$ cat src/rtl/kbd_matrix_injector.sv
// Scripted keyboard source for the C64 keyboard matrix.
// Key codes are queued in a FIFO and typed one at a time. Each key is held for
// HOLD_CYCLES and then released for GAP_CYCLES. The matrix scan is answered
// combinationally from the currently pressed key.
module kbd_matrix_injector #(
    parameter int unsigned FIFO_DEPTH  = 16,
    parameter int unsigned CNT_W       = 24,
    parameter int unsigned HOLD_CYCLES = 400000,
    parameter int unsigned GAP_CYCLES  = 400000
) (
    input  logic                          clk,
    input  logic                          reset,
    input  logic [6:0]                    key_code,
    input  logic                          key_valid,
    output logic                          key_ready,
    input  logic [7:0]                    keyboard_ROW,
    output logic [7:0]                    keyboard_COL,
    output logic                          busy,
    output logic [$clog2(FIFO_DEPTH):0]   level
);

    localparam int unsigned AW = $clog2(FIFO_DEPTH);
    localparam logic [6:0]       PauseCode = 7'h7F;
    localparam logic [CNT_W-1:0] HoldLoad  = CNT_W'(HOLD_CYCLES - 1);
    localparam logic [CNT_W-1:0] GapLoad   = CNT_W'(GAP_CYCLES - 1);
    localparam logic [AW:0]      FullLevel = (AW + 1)'(FIFO_DEPTH);

    typedef enum logic [1:0] {StIdle, StPress, StRelease} state_e;

    logic [6:0]       mem_q [FIFO_DEPTH];
    logic [AW-1:0]    wr_ptr_q, rd_ptr_q;
    logic [AW:0]      level_q;
    logic             push, pop;
    logic [6:0]       head;

    state_e           state_q, state_d;
    logic [CNT_W-1:0] cnt_q, cnt_d;
    // Pressed set: at most one matrix key plus the left shift key.
    logic             key_on_q, key_on_d;
    logic [2:0]       key_row_q, key_row_d;
    logic [2:0]       key_col_q, key_col_d;
    logic             shift_on_q, shift_on_d;

    assign key_ready = (level_q != FullLevel);
    assign push      = key_valid && key_ready;
    assign head      = mem_q[rd_ptr_q];
    assign level     = level_q;
    assign busy      = (level_q != '0) || (state_q != StIdle);

    // FIFO storage; data needs no reset since level gates every read.
    always_ff @(posedge clk) begin
        if (push) begin
            mem_q[wr_ptr_q] <= key_code;
        end
    end

    // FIFO pointers and occupancy; power-of-two depth lets pointers wrap naturally.
    always_ff @(posedge clk) begin
        if (reset) begin
            wr_ptr_q <= '0;
            rd_ptr_q <= '0;
            level_q  <= '0;
        end else begin
            if (push) wr_ptr_q <= wr_ptr_q + AW'(1);
            if (pop)  rd_ptr_q <= rd_ptr_q + AW'(1);
            unique case ({push, pop})
                2'b10:   level_q <= level_q + (AW + 1)'(1);
                2'b01:   level_q <= level_q - (AW + 1)'(1);
                default: level_q <= level_q;
            endcase
        end
    end

    // FSM state, hold/gap counter and pressed set registers.
    always_ff @(posedge clk) begin
        if (reset) begin
            state_q    <= StIdle;
            cnt_q      <= '0;
            key_on_q   <= 1'b0;
            key_row_q  <= '0;
            key_col_q  <= '0;
            shift_on_q <= 1'b0;
        end else begin
            state_q    <= state_d;
            cnt_q      <= cnt_d;
            key_on_q   <= key_on_d;
            key_row_q  <= key_row_d;
            key_col_q  <= key_col_d;
            shift_on_q <= shift_on_d;
        end
    end

    // Next-state: pop a code in idle, hold it, then release for the gap.
    always_comb begin
        state_d    = state_q;
        cnt_d      = cnt_q;
        key_on_d   = key_on_q;
        key_row_d  = key_row_q;
        key_col_d  = key_col_q;
        shift_on_d = shift_on_q;
        pop        = 1'b0;
        unique case (state_q)
            StIdle: begin
                if (level_q != '0) begin
                    pop = 1'b1;
                    if (head == PauseCode) begin
                        // Pause token occupies a full key slot with nothing pressed.
                        key_on_d   = 1'b0;
                        shift_on_d = 1'b0;
                    end else begin
                        key_on_d   = 1'b1;
                        key_row_d  = head[5:3];
                        key_col_d  = head[2:0];
                        shift_on_d = head[6];
                    end
                    cnt_d   = HoldLoad;
                    state_d = StPress;
                end
            end
            StPress: begin
                if (cnt_q == '0) begin
                    key_on_d   = 1'b0;
                    shift_on_d = 1'b0;
                    cnt_d      = GapLoad;
                    state_d    = StRelease;
                end else begin
                    cnt_d = cnt_q - CNT_W'(1);
                end
            end
            StRelease: begin
                if (cnt_q == '0) begin
                    state_d = StIdle;
                end else begin
                    cnt_d = cnt_q - CNT_W'(1);
                end
            end
            default: state_d = StIdle;
        endcase
    end

    // Matrix response: a pressed key pulls its column low when its row is selected.
    always_comb begin
        keyboard_COL = 8'hFF;
        if (key_on_q && !keyboard_ROW[key_row_q]) begin
            keyboard_COL[key_col_q] = 1'b0;
        end
        // Left shift lives at row 1, column 7.
        if (shift_on_q && !keyboard_ROW[1]) begin
            keyboard_COL[7] = 1'b0;
        end
    end

endmodule

$ cat config.mk
export PLATFORM = sky130hd
export DESIGN_NAME = kbd_matrix_injector
export DESIGN_NICKNAME = d
export VERILOG_FILES = /design/src/rtl/kbd_matrix_injector.sv
export SDC_FILE = /design/constraint.sdc
export NUM_CORES = 1
export LEC_CHECK = 0
export BUFFER_PORTS_ARGS = -buffer_cell sky130_fd_sc_hd__buf_2
export CORE_MARGIN = 2
export CORE_UTILIZATION = 50
export CTS_BUF_LIST = sky130_fd_sc_hd__clkbuf_2
export DETAILED_ROUTE_END_ITERATION = 12
export PLACE_DENSITY = 0.67
export SLEW_MARGIN = 20
export SYNTH_ARGS = -nofsm -noshare
export SYNTH_HDL_FRONTEND = slang
export SYNTH_SLANG_ARGS = --single-unit
export TNS_END_PERCENT = 50
$ cat constraint.sdc
create_clock -name clk -period 3.3 [get_ports clk]
set_input_delay 0 -clock clk [delete_from_list [all_inputs] [get_ports clk]]
set_output_delay 0 -clock clk [all_outputs]
set_load 0.01 [all_outputs]
==> flow_summary.toml <==
[sta]
maxSlewViolCount = 0
fin_skew_ns = 0.04876
finalCritPeriodShare_pct = 86.63
grt_setup_unrepaired = "false"
finalHoldViolCount = 0
max_freq_ghz = 0.3498
setup_viol = 0
post-route-min-period_ns = 2.859
slew_headroom_pct = 31.93
worstMarginPinSlew_ns = 1.016
tns_ns = 0

[routing]
wire_per_inst_um = 18.40
firstDrtPassIters = 5
wl_um = 14200
drtIter0Drc = 407
ant_nets = 0
vias = 4474
drt-vias-per-instance = 5.795
drcViolationCount = 0

[worst_setup_path]
reg2reg_from = "level[0]$_SDFFE_PP0P_"
reg2reg_to = "level[4]$_SDFFE_PP0P_"
cp-startpoint = "level[0]$_SDFFE_PP0P_"
worstPathMaxFanout = 6
critical_path_class = "reg -> reg"
r2r_slack_ns = 0.44
worst_ep_required_time_ns = 3.92
crit_path_end_kind = "register"
start_kind = "register"
worstPathArrival_ns = 3.47
r2r_cells = 11

[pwr]
p_leak_nw = 2.686
irDropWorstVdd_mv = 0.3410
power_density_nw_per_um2 = 779.6
power_mw = 6.115

[cts]
clockBufferDepth = 2
cts_root_buf = "clkbuf_2"
cts_made_buffers = 17
clock-sinks = 163
clk_pin_slew_ns = 0.28
cts_resized = 0
ctsHoldBuffers = 10
clock_latency_ns = 0.75
h-tree-depth = 4
post-cts-setup-buffers = 0
cts_tree = "built"

[flow_run]
maxCapViolations = 0

[placed_design]
place_hpwl_um = 9473
numPortBuffers = 32
place_inst = 730
gp_congestion = 0.8105

[status]
outcome = "completed"

[final_layout]
layout-drive-gt1-share_pct = 21.45
final_common_cell = "edfxtp_1"
multi_input_area_um2 = 2552
nNetsFinal = 613
syn_to_final_growth_pct = 9.790
mostFrequentLayoutCells = "112 x edfxtp_1, 56 x nor2_1, 50 x dfxtp_1"
layout.area.seq_um2 = 4385
finalNonFillerCells = 772
antenna_cells = 0
fill_cells = 1135

[synthesis]
synthesis.area_um2 = 7144
synth_cell_types = 59
ys_seq_area_share_pct = 61.37
async_flop_share_pct = 0
synthCells = 532
synthFlopType = "edfxtp_1"
synth_seq_cells = 163
yosys_warnings = 0
synth.avg_cell_area_um2 = 13.43
synth_nets = 566
synth_edf_count = 112

[die]
fp.dieW_um = 123.5
dieHeight_um = 123.5
initial_core_util_pct = 51.27
die-area_um2 = 15260
io_pins = 33
core_area_um2 = 13930
rows = 43

[grt]
grt_antenna_before_repair = 0
grt_pass1_vias = 4299
grt_pass1_wl_um = 22510
grt_usage_pct = 19.90
grt_start_max_net_pins = 36
overflow = 0

[hold_path]
min_from = "key_code[3]"
min_path_cells = 2
hold_class = "in -> reg"
min_to = "mem_q[10][3]$_DFFE_PP_"
-- logic make-up (layout without fill, tap and decap cells) --
group | after synthesis | count (layout) | share of synthesized area, %
AO/OA/AOI/OAI | 92 | 92 | 9.072
flip-flops | 163 | 163 | 61.37
XOR/XNOR | 17 | 17 | 2.084
AND/OR/NAND/NOR | 162 | 162 | 11.33
adder cells (fa/ha/maj) | 16 | 16 | 2.907
buffers and inverters | 46 | 106 | 2.907
multiplexers | 36 | 36 | 10.33
-- layer usage --
layer | global-route usage (%) | vias to the layer above | part of all wire (%)
met5 | 0 | - | 0
met3 | 4.520 | 13 | 5.0
met2 | 32.90 | 115 | 49
li1 | - | 2107 | -
met4 | 5.185 | 0 | 1.0
met1 | 26.67 | 2239 | 45
-- worst max-delay path, cell delays in order, from the launching register on --
cell,delay (ns)
dfxtp_1,0.43
or4_1,0.62
o21ai_1,0.19
inv_1,0.11
ha_1,0.25
ha_1,0.32
nor2b_1,0.15
o21ai_0,0.18
a21oi_1,0.09
nor3_1,0.22
xnor2_1,0.14
nor2_1,0.05
-- how the worst max path moves through the flow --
stage | end | slack, ns
finish | level[4]$_SDFFE_PP0P_ | 0.44
global route | level[4]$_SDFFE_PP0P_ | 0.16
CTS | level[4]$_SDFFE_PP0P_ | 0.44
detailed placement | level[4]$_SDFFE_PP0P_ | 0.51
global placement | level[4]$_SDFFE_PP0P_ | 0.59
floorplan | level[4]$_SDFFE_PP0P_ | 0.24
-- cell usage after synthesis (5+ instances only) --
master	count	area, um^2
edfxtp_1	112	3363
nand2_1	35	131.4
xor2_1	9	78.83
nor2b_1	7	43.79
o221a_2	5	56.30
dfxtp_1	51	1021
nor2_1	56	210.2
o21ai_0	14	70.07
a31oi_1	5	31.28
ha_1	15	187.7
nor3_1	19	95.09
xnor2_1	8	70.07
inv_1	23	86.33
nor4_1	6	37.54
nand4_1	5	31.28
clkbuf_1	14	52.55
nand3_1	6	30.03
a22oi_1	14	105.1
a21oi_1	29	145.1
mux4_2	30	675.7
-- report_power, final --
part / switching (mW) / total [mW] / internal (mW)
Clock: 0.746 / 1.12 / 0.377
Combinational: 1.37 / 2.39 / 1.02
Sequential: 0.198 / 2.60 / 2.40
-- sequential cells by signal, indices dropped and copies added, names as in the netlist, named ones only --
signal      cells
cnt_q          24
rd_ptr_q        4
wr_ptr_q        4
key_on_q        1
mem_q         112
key_row_q       3
state_q         2
shift_on_q      1
key_col_q       3
level           5
-- metrics by stage --
stage | instance area (um^2) | setup slack (ns) | hold WS [ns] | utilization [%]
6_report | 7844 | 0.4412 | 0.1488 | 56.29
5_1_grt | 7844 | 0.1574 | 0.1041 | 56.29
4_1_cts | 7844 | 0.4441 | 0.1021 | 56.29
3_5_place_dp | 7490 | 0.5115 | 0.3284 | 53.75
3_3_place_gp | 7490 | 0.5914 | 0.3292 | 53.75
2_1_floorplan | 7144 | 0.2413 | 0.09887 | -
-- cell type report --
| cell class | count | share of cell area (%) |
|---|---|---|
| timing repair buffer | 51 | 4.339 |
| clock inverter | 14 | 2.090 |
| sequential | 163 | 55.91 |
| clock buffer | 18 | 1.149 |
| inverter | 23 | 1.101 |
| tap | 180 | 2.871 |
| multi-input combinational | 323 | 32.54 |
Power figures use the tool's default switching activity.
